<file path="src/rtl/inv_mix_columns_iter.sv">
// Iterative AES InvMixColumns: one 128-bit state in, COLS_PER_CYCLE columns
// transformed per clock, result returned over a valid/ready handshake.
module inv_mix_columns_iter #(
   parameter int COLS_PER_CYCLE = 1
) (
   input  logic         clk,
   input  logic         rst_n,
   input  logic         in_valid,
   output logic         in_ready,
   input  logic [127:0] i_block,
   output logic         out_valid,
   input  logic         out_ready,
   output logic [127:0] o_block,
   output logic         busy
);

   if (COLS_PER_CYCLE != 1 && COLS_PER_CYCLE != 2 &&
       COLS_PER_CYCLE != 4) begin : g_bad_cols
      $error("COLS_PER_CYCLE must be 1, 2 or 4");
   end

   typedef enum logic [1:0] {IDLE, BUSY, DONE} state_t;

   localparam logic [2:0] STEP = 3'(COLS_PER_CYCLE);

   state_t       state, state_nx;
   logic [127:0] work, work_nx;
   logic [127:0] out_q;
   logic [2:0]   col_cnt;
   logic         take;
   logic         last;

   function automatic logic [7:0] xt(input logic [7:0] a);
      return {a[6:0], 1'b0} ^ (a[7] ? 8'h1b : 8'h00);
   endfunction

   function automatic logic [7:0] m9(input logic [7:0] a);
      return xt(xt(xt(a))) ^ a;
   endfunction

   function automatic logic [7:0] mb(input logic [7:0] a);
      return xt(xt(xt(a))) ^ xt(a) ^ a;
   endfunction

   function automatic logic [7:0] md(input logic [7:0] a);
      return xt(xt(xt(a))) ^ xt(xt(a)) ^ a;
   endfunction

   function automatic logic [7:0] me(input logic [7:0] a);
      return xt(xt(xt(a))) ^ xt(xt(a)) ^ xt(a);
   endfunction

   // c0 is the top byte, b0 lands in the bottom byte
   function automatic logic [31:0] imc(input logic [31:0] col);
      logic [7:0] c0, c1, c2, c3;
      logic [7:0] b0, b1, b2, b3;
      c0 = col[31:24];
      c1 = col[23:16];
      c2 = col[15:8];
      c3 = col[7:0];
      b0 = me(c0) ^ mb(c1) ^ md(c2) ^ m9(c3);
      b1 = m9(c0) ^ me(c1) ^ mb(c2) ^ md(c3);
      b2 = md(c0) ^ m9(c1) ^ me(c2) ^ mb(c3);
      b3 = mb(c0) ^ md(c1) ^ m9(c2) ^ me(c3);
      return {b3, b2, b1, b0};
   endfunction

   assign last    = (col_cnt + STEP) == 3'd4;
   assign o_block = out_q;

   always_comb begin
      work_nx = work;
      for (int j = 0; j < COLS_PER_CYCLE; j++) begin
         if (int'(col_cnt) + j < 4) begin
            work_nx[(int'(col_cnt) + j) * 32 +: 32] =
               imc(work[(int'(col_cnt) + j) * 32 +: 32]);
         end
      end
   end

   always_comb begin
      state_nx  = state;
      in_ready  = 1'b0;
      out_valid = 1'b0;
      busy      = 1'b0;
      take      = 1'b0;
      unique case (state)
         IDLE: begin
            in_ready = rst_n;
            if (in_valid) begin
               take     = 1'b1;
               state_nx = BUSY;
            end
         end
         BUSY: begin
            busy = 1'b1;
            if (last) state_nx = DONE;
         end
         DONE: begin
            busy      = 1'b1;
            out_valid = 1'b1;
            in_ready  = out_ready;
            if (out_ready) begin
               if (in_valid) begin
                  take     = 1'b1;
                  state_nx = BUSY;
               end else begin
                  state_nx = IDLE;
               end
            end
         end
         default: state_nx = IDLE;
      endcase
   end

   always_ff @(posedge clk or negedge rst_n) begin
      if (!rst_n) begin
         state   <= IDLE;
         col_cnt <= 3'd0;
         work    <= '0;
         out_q   <= '0;
      end else begin
         state <= state_nx;
         if (take) begin
            work    <= i_block;
            col_cnt <= 3'd0;
         end else if (state == BUSY) begin
            work    <= work_nx;
            col_cnt <= col_cnt + STEP;
         end
         if (state == BUSY && last) out_q <= work_nx;
      end
   end

endmodule

</file>
<file path="config.mk">
export PLATFORM = sky130hd
export DESIGN_NAME = inv_mix_columns_iter
export DESIGN_NICKNAME = d
export VERILOG_FILES = /design/src/rtl/inv_mix_columns_iter.sv
export SDC_FILE = /design/constraint.sdc
export NUM_CORES = 1
export LEC_CHECK = 0
export ABC_AREA = 0
export CELL_PAD_IN_SITES_DETAIL_PLACEMENT = 0
export CELL_PAD_IN_SITES_GLOBAL_PLACEMENT = 1
export CORE_MARGIN = 5
export CORE_UTILIZATION = 45
export DETAILED_ROUTE_END_ITERATION = 7
export PLACE_DENSITY = 0.95
export SLEW_MARGIN = 20
export SYNTH_ARGS = -nofsm -noshare
export SYNTH_HDL_FRONTEND = slang
export SYNTH_SLANG_ARGS = --single-unit
</file>
<file path="constraint.sdc">
create_clock -name clk -period 6.9 [get_ports clk]
set_input_delay 2.07 -clock clk [delete_from_list [all_inputs] [get_ports clk]]
set_output_delay 2.07 -clock clk [all_outputs]
set_load 0.005 [all_outputs]
</file>
==> flow_summary.rst, run 1 <==
.. list-table::
   :header-rows: 1

   * - Metric
     - Value
   * - DRC viols
     - 1
   * - Crit-path leading delay family
     - buffers and inverters
   * - Part of the Yosys area used for sequential elements
     - 0.4355
   * - Antenna-violating nets left
     - 0
   * - Number of cells produced by synthesis
     - 1477
   * - Adder-cell share of the synthesized area
     - 0.009177
   * - Violations in the final reports
     - DRC
   * - Detailed Route WL
     - 53650 um
   * - CP peak stage delay
     - 0.49 ns
   * - Number of buffers created by CTS
     - 29
   * - Outcome
     - complete, but fails checks
   * - Total Routing Usage GR
     - 0.2838
   * - Setup repair after global routing missed its margin
     - false
   * - Cell chosen for the clock root
     - sky130_fd_sc_hd__clkbuf_16
   * - Simple logic cell fraction of the synthesized area
     - 0.09753
   * - Number of enable-type register cells in the synthesized netlist
     - 0
   * - Number of detailed-routing iterations run before antenna repair
     - 8
   * - Die ar.
     - 37080 um2
   * - Total of buffers placed on input and output ports
     - 262
   * - Hold WC Path Type
     - register to register
   * - Number of distinct library cell variants in the gate-level netlist after synthesis
     - 55
   * - # nets final
     - roughly 1800
   * - Final HPWL DP
     - 37450 um
   * - Final Hold Violating Endpoints
     - 0
   * - # Max-Cap Violations
     - 0
   * - Minimum period implied by the final worst setup slack
     - 5.457 ns
   * - CP Buf/Inv Count
     - 2
   * - Hold_ws
     - 0.4850 ns
   * - Wire length on met2
     - 25430 um
   * - Mux cell area share after synthesis
     - 0.05181
   * - Vias in the first global route
     - between 10000 and 15000
   * - Share of synthesized registers carrying an async set or reset
     - 1.000
   * - Required time of the worst setup path
     - 4.83 ns
   * - Clock insertion delay at the later pin of the skew report
     - 0.56 ns
   * - Synthesis-stage register bit count
     - 261
   * - Most numerous cell types in the synthesized netlist
     - sky130_fd_sc_hd__dfrtp_1, sky130_fd_sc_hd__nand2_1, sky130_fd_sc_hd__nor2_1, sky130_fd_sc_hd__o21ai_0, sky130_fd_sc_hd__clkbuf_1
   * - Fraction of the core area covered by cells at the end of the flow
     - 0.5772
   * - Via count
     - 13068
   * - DRT met1 WL
     - 21110 um
   * - Dominant combinational cell family by area after synthesis
     - compound AO/OA/AOI/OAI gates
   * - First-pass GRT wire length
     - 80050 um
   * - Via density per instance
     - 6.109
   * - Net count after synthesis
     - 1620
   * - Most used flip-flop cell after synthesis
     - sky130_fd_sc_hd__dfrtp_1
   * - Area fraction in compound gates after synthesis
     - 0.2062
   * - Max clock buf depth
     - 3
   * - Fraction of final layout cells sized beyond drive strength 1
     - 0.09021
   * - Placer Congestion
     - 0.9647
   * - Total negative slack
     - 0 ns
   * - Dominant cell type by area after synthesis
     - sky130_fd_sc_hd__dfrtp_1
   * - Layout area overhead
     - 25.86%
   * - Routed wl met3
     - 5452 um
   * - Uppermost signal routing layer after detailed routing
     - met5
   * - Count of yosys warnings during synthesis
     - 0
   * - Maximum number of pins on one net before global-route repair
     - between 100 and 150
   * - Clock tree from TritonCTS
     - built
   * - Clock transition at the registers of the reported paths
     - 0.06 ns
   * - Antenna violations before repair
     - 1
   * - Worst min-delay path startpoint
     - o_block[48]
   * - Synth top area share
     - 0.4355
   * - Wire length per cell after detailed routing
     - 25.08 um
   * - Worst-case clock skew
     - 0.02330 ns
   * - Clock sink count
     - 261
   * - Setup crit start kind
     - input pin
   * - Core outline area
     - ~33000 um2
   * - Relative slew margins
     - 0.2754
   * - Critical path capture point type
     - primary output
   * - Post-CTS Setup Repair Bufs
     - 0
   * - Die Ht
     - between 150 and 200 um
   * - Critical Path Start
     - out_ready
   * - Initial standard-cell utilization of the core
     - 0.4586
   * - Die W
     - 192.6 um
   * - Most frequent cell after synthesis
     - sky130_fd_sc_hd__dfrtp_1
   * - Max Slew Vio Count
     - 0
   * - Deepest level of the CTS H-tree
     - 1
   * - Worst reg2reg path startpoint
     - col_cnt[0]
   * - Dominant cells by area after synthesis
     - sky130_fd_sc_hd__dfrtp_1, sky130_fd_sc_hd__xnor3_1, sky130_fd_sc_hd__xnor2_1, sky130_fd_sc_hd__mux4_2, sky130_fd_sc_hd__nand2_1
   * - Final setup violation count
     - 0
   * - Syn avg cell area
     - 10.15 um2
   * - Number of rows created at floorplan
     - 66
   * - Worst Tran Pin Value
     - around 1.1 ns
   * - Cells traversed along the worst timing path
     - clkdlybuf4s50_1, and2_1, a21o_1, clkdlybuf4s50_1
   * - Layout filler cell count
     - 2804
   * - Cells resized by post-CTS repair
     - 0
   * - Cell at the slowest stage of the critical path
     - sky130_fd_sc_hd__clkdlybuf4s50_1
   * - Classification of the worst setup path
     - input pin to primary output
   * - Worst-case setup slack after placement
     - about 1.5 ns
   * - Ports
     - 263
   * - Cell area after synthesis
     - 15000 um2
   * - Cell seen most often among critical-path stages
     - sky130_fd_sc_hd__clkdlybuf4s50_1
   * - Sum of overflow across all layers after global routing
     - 0
   * - Setup slack of the critical path after layout
     - 1.443 ns
   * - Number of hold buffers added after CTS
     - 0
   * - Share of the cycle needed by the critical path after routing
     - 0.7909
   * - Maximum fanout count along the critical path
     - 3
   * - Share of the synthesized netlist area taken by xor and xnor gates
     - 0.1564
   * - Maximum clock frequency
     - 0.1832 GHz
   * - Critical path arrival
     - 3.39 ns
   * - Initial drt markers
     - 1642
[state kept, by name (all words and copies together) (netlist names)]
signal / count
o_block: 128
work: 128
col_cnt: 3
state: 2
[worst reg2reg max path, cell delays in order (launching register included)]
cell and delay [ns]:
sky130_fd_sc_hd__dfrtp_2 0.77, sky130_fd_sc_hd__buf_12 0.31, sky130_fd_sc_hd__mux4_1 0.85, sky130_fd_sc_hd__xnor2_2 0.41, sky130_fd_sc_hd__xnor3_1 0.58, sky130_fd_sc_hd__xnor3_2 0.52, sky130_fd_sc_hd__xor3_1 0.42, sky130_fd_sc_hd__nor2_2 0.28
sky130_fd_sc_hd__a221oi_1 0.15, sky130_fd_sc_hd__nor2_1 0.13
[cell type report]
type	instances	area [um2]	share of cell area
Clock buffer	45	855.8	0.04534
Antenna cell	1	2.502	0.0001326
Multi-Input combinational cell	1064	7903	0.4187
Tap cell	442	553.0	0.02930
Clock inverter	8	76.32	0.004044
Inverter	29	108.9	0.005767
Timing Repair Buffer	289	2843	0.1506
Sequential cell	261	6533	0.3461
[worst paths after layout]
| path | slack [ns] | depth (start not counted) | to |
|---|---|---|---|
| min | 0.48 | 2 | o_block[48] |
| min reg2reg | 0.48 | 2 | o_block[48] |
| max reg2reg | 2.41 | 9 | o_block[100] |
| min in group asynchronous | 1.45 | 1 | o_block[97] |
| max | 1.44 | 4 | in_ready |
| max in group asynchronous | 3.33 | 3 | o_block[107] |
[stage by stage]
step	instance area (um2)	std cells
2_1_floorplan	15000	1477
3_3_place_gp	17930	2085
3_5_place_dp	17930	2085
4_1_cts	18860	2138
5_1_grt	18870	2138
6_report	18870	2139
[placed cells by master, fill, tap and decap left out, types with 4 or more instances in the layout]
| cell type | n |
|---|---|
| sky130_fd_sc_hd__ha_1 | 10 |
| sky130_fd_sc_hd__and2_1 | 4 |
| sky130_fd_sc_hd__buf_4 | 26 |
| sky130_fd_sc_hd__a221oi_1 | 26 |
| sky130_fd_sc_hd__xor2_1 | 36 |
| sky130_fd_sc_hd__nor2_1 | 143 |
| sky130_fd_sc_hd__o21ai_1 | 67 |
| sky130_fd_sc_hd__a22oi_1 | 65 |
| sky130_fd_sc_hd__clkbuf_1 | 9 |
| sky130_fd_sc_hd__o21a_1 | 19 |
| sky130_fd_sc_hd__nand2_1 | 158 |
| sky130_fd_sc_hd__dfrtp_1 | 260 |
| sky130_fd_sc_hd__mux4_2 | 31 |
| sky130_fd_sc_hd__clkdlybuf4s50_1 | 261 |
| sky130_fd_sc_hd__nor3b_1 | 5 |
| sky130_fd_sc_hd__or3_1 | 6 |
| sky130_fd_sc_hd__inv_1 | 29 |
| sky130_fd_sc_hd__clkbuf_8 | 7 |
| sky130_fd_sc_hd__nor2_2 | 4 |
| sky130_fd_sc_hd__o211ai_1 | 13 |
| sky130_fd_sc_hd__a31oi_1 | 28 |
| sky130_fd_sc_hd__a2bb2oi_1 | 6 |
| sky130_fd_sc_hd__xnor2_1 | 83 |
| sky130_fd_sc_hd__a32oi_1 | 9 |
| sky130_fd_sc_hd__a21o_1 | 23 |
| sky130_fd_sc_hd__clkbuf_16 | 29 |
| sky130_fd_sc_hd__xnor2_2 | 13 |
| sky130_fd_sc_hd__and3_1 | 16 |
| sky130_fd_sc_hd__a21oi_1 | 85 |
| sky130_fd_sc_hd__xnor3_1 | 33 |
| sky130_fd_sc_hd__a222oi_1 | 22 |
| sky130_fd_sc_hd__o21ai_0 | 105 |
[layer usage]
metal / vias up / global-route usage
met4: 2 / 0.07981
li1: 5695 / -
met5: - / 0
met1: 6450 / 0.3848
met2: 803 / 0.4615
met3: 118 / 0.06458
[cell families (layout without fill, tap and decap cells)]
kind of cell               Yosys count  count (layout)
DFF                                261             261
buffers and inverters              152             371
xor gates and xnor gates           180             180
and+or+nand+nor                    351             351
muxes                               37              37
other                                0               1
AOI/OAI and AO/OA                  485             485
adders and majority gates           11              11
Power of run 1 is left out: the tool's default activity adds up to more than one toggle a clock period on the data nets, which glitch-free logic cannot reach.
==> run 2, diff against run 1 <==
--- a/config.mk
+++ b/config.mk
@@ -9,9 +9,9 @@
 export CELL_PAD_IN_SITES_DETAIL_PLACEMENT = 0
 export CELL_PAD_IN_SITES_GLOBAL_PLACEMENT = 1
 export CORE_MARGIN = 5
-export CORE_UTILIZATION = 45
+export CORE_UTILIZATION = 38
 export DETAILED_ROUTE_END_ITERATION = 7
-export PLACE_DENSITY = 0.95
+export PLACE_DENSITY = 0.9
 export SLEW_MARGIN = 20
 export SYNTH_ARGS = -nofsm -noshare
 export SYNTH_HDL_FRONTEND = slang
==> constraint.sdc (replaced) <==
create_clock -name clk -period 4.76 [get_ports clk]
set_input_delay 1.428 -clock clk [delete_from_list [all_inputs] [get_ports clk]]
set_output_delay 1.428 -clock clk [all_outputs]
set_load 0.005 [all_outputs]
==> flow_summary.rst, run 2 (same netlist as run 1, synthesis figures left out) <==
.. list-table::
   :header-rows: 1

   * - Metric
     - Value
   * - Outcome
     - complete, no violations
   * - First-pass GRT wire length
     - 86280 um (+7.8%)
   * - Deepest level of the CTS H-tree
     - 1 (unchanged)
   * - Initial standard-cell utilization of the core
     - 0.3862 (-0.07235)
   * - Die Ht
     - 208.7 um (+8.4%)
   * - Worst min-delay path startpoint
     - o_block[48]
   * - Final Hold Violating Endpoints
     - 0 (unchanged)
   * - Max Slew Vio Count
     - 0 (unchanged)
   * - Final setup violation count
     - 0 (unchanged)
   * - Placer Congestion
     - 0.9590 (-0.59%)
   * - Cells resized by post-CTS repair
     - 0 (unchanged)
   * - Total Routing Usage GR
     - 0.2536 (-0.03018)
   * - Via count
     - 13207 (+1.1%)
   * - Initial drt markers
     - 1662 (+1.2%)
   * - Die W
     - 208.7 um (+8.4%)
   * - # nets final
     - 1837 (+1.1%)
   * - Worst Tran Pin Value
     - 1.017 ns (-0.06370 ns)
   * - Global route hottest layer
     - met2
   * - Via density per instance
     - 5.914 (-3.2%)
   * - Classification of the worst setup path
     - register to register
   * - Layout area overhead
     - 28.50%
   * - Ant diodes
     - 0 (-1)
   * - Cell chosen for the clock root
     - sky130_fd_sc_hd__clkbuf_16
   * - Top library cells by usage in the layout, fill and taps aside
     - sky130_fd_sc_hd__clkdlybuf4s50_1, sky130_fd_sc_hd__dfrtp_1, sky130_fd_sc_hd__nand2_1
   * - Hold Path Stages
     - 2 (unchanged)
   * - Required time of the worst setup path
     - 5.25 ns (+0.42 ns)
   * - Clock transition at the registers of the reported paths
     - 0.06 ns (about the same)
   * - Layout filler cell count
     - 3556 (+27%)
   * - Cell count of the worst reg-to-reg path
     - 12 (+3)
   * - Share of the cycle needed by the critical path after routing
     - 0.8764
   * - Critical path capture point type
     - register
   * - Number of hold buffers added after CTS
     - 0 (unchanged)
   * - Core outline area
     - 38830 um2 (+19%)
   * - Maximum number of pins on one net before global-route repair
     - 142 (+28%)
   * - Final HPWL DP
     - 40770 um (+8.9%)
   * - Clock insertion delay at the later pin of the skew report
     - 0.57 ns (about the same)
   * - Setup crit start kind
     - register
   * - Relative slew margins
     - 0.3202 (+0.04477)
   * - Sum of overflow across all layers after global routing
     - 0 (unchanged)
   * - Met3 layer usage reported by global route
     - 0.05189 (-0.01269)
   * - Clock sink count
     - 261 (unchanged)
   * - Maximum fanout count along the critical path
     - 21 (+18)
   * - FF-to-FF setup slack
     - 0.59 ns (-1.82 ns)
   * - Antenna violations before repair
     - 0 (-1)
   * - Endpoint of the most critical register-to-register path
     - work[110]
   * - Worst-case clock skew
     - 0.01933 ns (-0.003974 ns)
   * - Most common cell after layout, fill and taps aside
     - sky130_fd_sc_hd__clkdlybuf4s50_1
   * - Number of detailed-routing iterations run before antenna repair
     - 8 (unchanged)
   * - Fraction of final layout cells sized beyond drive strength 1
     - 0.1026 (+0.01241)
   * - Clock tree from TritonCTS
     - built
   * - Met1 Resource Use GR
     - 0.3431 (-0.04175)
   * - Number of buffers created by CTS
     - 29 (unchanged)
   * - Hold WC Path Type
     - register to register
   * - Wire length per cell after detailed routing
     - 25.62 um (+2.2%)
   * - Worst-case hold path end point
     - o_block[48]
   * - Post-CTS Setup Repair Bufs
     - 0 (unchanged)
   * - Worst reg2reg path startpoint
     - col_cnt[0]
   * - Total negative slack
     - 0 ns (unchanged)
   * - Antenna-violating nets left
     - 0 (unchanged)
   * - Minimum period implied by the final worst setup slack
     - 4.172 ns
   * - Ports
     - 263 (unchanged)
   * - Critical path arrival
     - 4.66 ns (+1.27 ns)
   * - Vias in the first global route
     - 13553 (+3.7%)
   * - Detailed Route WL
     - 57220 um (+6.6%)
   * - GR Layer Usage met2
     - 0.4115 (-0.05005)
   * - DRC viols
     - 0 (-1)
   * - Setup repair after global routing missed its margin
     - false
   * - Die ar.
     - 43540 um2 (+17%)
   * - Total of buffers placed on input and output ports
     - 262 (unchanged)
   * - Maximum clock frequency
     - approximately 0.24 GHz
   * - # Max-Cap Violations
     - 0 (unchanged)
   * - Number of rows created at floorplan
     - 72 (+9.1%)
   * - Max clock buf depth
     - 3 (unchanged)
   * - Critical Path Start
     - col_cnt[0]
[run 2: layout make-up]
class                           instances  area (um2)  share of cell area
Sequential cell                       261        6533              0.3390
Timing Repair Buffer                  309        3043              0.1579
Tap cell                              518       648.1             0.03363
Clock buffer                           39       823.3             0.04272
Clock inverter                         13       225.2             0.01169
Multi-Input combinational cell       1064        7890              0.4094
Inverter                               29       108.9            0.005649
[run 2: through the flow]
| stage | instance area (um2) | hold WS, ns | worst slack, ns | std cells | utilization |
|---|---|---|---|---|---|
| final | 19270 | 0.4773 | 0.5883 | 2233 | 0.4963 |
| after global routing | 19270 | 0.5124 | 0.2974 | 2233 | 0.4963 |
| after CTS | 19270 | 0.4875 | 0.5930 | 2233 | 0.4963 |
| after detailed placement | 18220 | 0.4730 | 0.6040 | 2181 | 0.4693 |
| after global placement | 18220 | 0.4663 | 0.5863 | 2181 | 0.4693 |
| after floorplan | 15000 | 0.4728 | 1.327 | 1477 | - |
[run 2: worst max-delay path: stages, from the launching register on]
cell and delay [ns]:
sky130_fd_sc_hd__dfrtp_2 0.76, sky130_fd_sc_hd__buf_4 0.36, sky130_fd_sc_hd__inv_1 0.14, sky130_fd_sc_hd__ha_1 0.23
sky130_fd_sc_hd__ha_1 0.30, sky130_fd_sc_hd__nor2b_1 0.46, sky130_fd_sc_hd__nand2_1 0.15, sky130_fd_sc_hd__buf_4 0.27
sky130_fd_sc_hd__or3_1 0.71, sky130_fd_sc_hd__nor2_1 0.22, sky130_fd_sc_hd__buf_4 0.25, sky130_fd_sc_hd__a222oi_1 0.12
sky130_fd_sc_hd__inv_1 0.11
[run 2: routing by layer]
metal	vias up	wire, um
met1	6583	22930
met3	141	5374
li1	5718	-
met4	0	2265
met5	-	0
met2	765	26650
[run 2: how the worst max path moves through the flow]
stage                           end  cells past startpoint
final                     work[110]                     12
after global routing      work[105]                     12
after CTS                  in_ready                      4
after detailed placement   in_ready                      4
after global placement     in_ready                      4
after floorplan            work[87]                     15
Power of run 2 is left out for the same reason.
==> run 3, diff against run 2 <==
--- a/config.mk
+++ b/config.mk
@@ -11,6 +11,7 @@
 export CORE_MARGIN = 5
 export CORE_UTILIZATION = 38
 export DETAILED_ROUTE_END_ITERATION = 7
+export GPL_ROUTABILITY_DRIVEN = 0
 export PLACE_DENSITY = 0.9
 export SLEW_MARGIN = 20
 export SYNTH_ARGS = -nofsm -noshare
==> flow_summary.rst, run 3 (same netlist as run 1, synthesis figures left out) <==
.. list-table::
   :header-rows: 1

   * - Metric
     - Value
   * - Outcome
     - complete, no violations
   * - Cells resized by post-CTS repair
     - 0 (unchanged)
   * - Die ar.
     - 43540 um2 (unchanged)
   * - Vias in the first global route
     - 13404 (-1.1%)
   * - Total Routing Usage GR
     - 0.2496 (-0.004075)
   * - Die W
     - 208.7 um (unchanged)
   * - Number of rows created at floorplan
     - 72 (unchanged)
   * - Final HPWL DP
     - 40230 um (-1.3%)
   * - Clock transition at the registers of the reported paths
     - 0.06 ns (about the same)
   * - Critical path capture point type
     - primary output
   * - Detailed Route WL
     - 56400 um (-1.4%)
   * - Required time of the worst setup path
     - 3.33 ns (-1.92 ns)
   * - Critical path arrival
     - 2.73 ns (-1.93 ns)
   * - Hold WC Path Type
     - register to register
   * - # nets final
     - 1831 (-0.33%)
   * - First-pass GRT wire length
     - 84680 um (-1.9%)
   * - Routed wl met3
     - 6154 um (+15%)
   * - Minimum period implied by the final worst setup slack
     - 4.155 ns (-0.01657 ns)
   * - Via density per instance
     - 5.967 (+0.89%)
   * - Final setup violation count
     - 0 (unchanged)
   * - Antenna-violating nets left
     - 0 (unchanged)
   * - Final Hold Violating Endpoints
     - 0 (unchanged)
   * - Classification of the worst setup path
     - input pin to primary output
   * - Maximum number of pins on one net before global-route repair
     - 94 (-34%)
   * - Worst Tran Pin Value
     - 1.055 ns (+0.03719 ns)
   * - Total of buffers placed on input and output ports
     - 262 (unchanged)
   * - Number of hold buffers added after CTS
     - 0 (unchanged)
   * - Total negative slack
     - 0 ns (unchanged)
   * - Maximum fanout count along the critical path
     - 3 (-86%)
   * - Max Slew Vio Count
     - 0 (unchanged)
   * - Ant diodes
     - 0 (unchanged)
   * - Layout area overhead
     - 26.91%
   * - Ports
     - 263 (unchanged)
   * - Uppermost signal routing layer after detailed routing
     - met5
   * - Initial drt markers
     - 1617 (-2.7%)
   * - Share of the cycle needed by the critical path after routing
     - 0.8729 (-0.003482)
   * - # Max-Cap Violations
     - 0 (unchanged)
   * - Setup crit start kind
     - input pin
   * - Top library cells by usage in the layout, fill and taps aside
     - sky130_fd_sc_hd__clkdlybuf4s50_1, sky130_fd_sc_hd__dfrtp_1, sky130_fd_sc_hd__nand2_1
   * - Antenna violations before repair
     - 3 (+3)
   * - Via count
     - 13283 (+0.58%)
   * - Post-CTS Setup Repair Bufs
     - 0 (unchanged)
   * - Hold_ws
     - 0.4851 ns (+0.007849 ns)
   * - Max clock buf depth
     - 3 (unchanged)
   * - Fraction of the core area covered by cells at the end of the flow
     - 0.4902 (-0.006155)
   * - Wire length on met2
     - 25790 um (-3.2%)
   * - Number of detailed-routing iterations run before antenna repair
     - 7 (-1)
   * - Fraction of final layout cells sized beyond drive strength 1
     - 0.09485 (-0.007776)
   * - DRC viols
     - 0 (unchanged)
   * - Core outline area
     - 38830 um2 (unchanged)
   * - Wire length per cell after detailed routing
     - 25.34 um (-1.1%)
   * - Number of buffers created by CTS
     - 28 (-3.4%)
   * - Clock tree from TritonCTS
     - built
   * - Clock insertion delay at the later pin of the skew report
     - 0.56 ns (about the same)
   * - Setup repair after global routing missed its margin
     - false
   * - Cell chosen for the clock root
     - sky130_fd_sc_hd__clkbuf_16
   * - Clock sink count
     - 261 (unchanged)
   * - Relative slew margins
     - 0.2969 (-0.02328)
   * - Sum of overflow across all layers after global routing
     - 0 (unchanged)
   * - Maximum clock frequency
     - 0.2407 GHz (+0.40%)
   * - Deepest level of the CTS H-tree
     - 1 (unchanged)
   * - Worst-case clock skew
     - 0.03444 ns (+0.01511 ns)
   * - Initial standard-cell utilization of the core
     - 0.3862 (unchanged)
   * - Die Ht
     - 208.7 um (unchanged)
   * - Most common cell after layout, fill and taps aside
     - sky130_fd_sc_hd__clkdlybuf4s50_1
   * - DRT met1 WL
     - 21460 um (-6.4%)
run 3: cell count changes in the layout (fill, tap and decap cells not counted), moves of 2 or more:
| cell | before | now |
|---|---|---|
| sky130_fd_sc_hd__buf_12 | 5 | 3 |
| sky130_fd_sc_hd__buf_4 | 42 | 39 |
| sky130_fd_sc_hd__bufinv_16 | 6 | 1 |
| sky130_fd_sc_hd__clkbuf_1 | 4 | 11 |
run 3: path summary, 6_finish.rpt:
check,slack (ns),depth (start not counted),to,startpoint
max in group asynchronous,2.18,3,o_block[16],rst_n
max,0.60,4,in_ready,out_ready
min in group asynchronous,1.04,2,o_block[121],rst_n
min,0.49,2,o_block[87],o_block[87]
max reg2reg,0.64,9,o_block[91],col_cnt[0]
min reg2reg,0.49,2,o_block[87],o_block[87]
run 3: stage by stage:
stage / instance area (um2) / worst slack [ns] / std cells
3_3_place_gp: 18150 / 0.6250 / 2176
3_5_place_dp: 18150 / 0.6070 / 2176
6_report: 19030 / 0.6048 / 2226
2_1_floorplan: 15000 / 1.327 / 1477
5_1_grt: 19030 / 0.4564 / 2226
4_1_cts: 19030 / 0.6019 / 2226
run 3: cell type report:
cell class,count,area (um2)
fillers,3451,19800
multi-input cells,1064,7883
flip-flops and latches,261,6533
repair buffers,304,2980
clock buffers,44,810.8
well taps,518,648.1
inverters,29,108.9
clock inverters,6,68.82
run 3: routing by layer:
metal | track usage | up-vias
li1 | - | 5718
met1 | 0.3289 | 6495
met2 | 0.3945 | 890
met3 | 0.06149 | 174
met4 | 0.1076 | 6
met5 | 0 | -
run 3: critical path, cell delays in order:
cell and delay, ns:
sky130_fd_sc_hd__clkdlybuf4s50_1 0.47, sky130_fd_sc_hd__and2_1 0.22, sky130_fd_sc_hd__a21o_1 0.11, sky130_fd_sc_hd__clkdlybuf4s50_1 0.50
Power of run 3 is left out for the same reason.
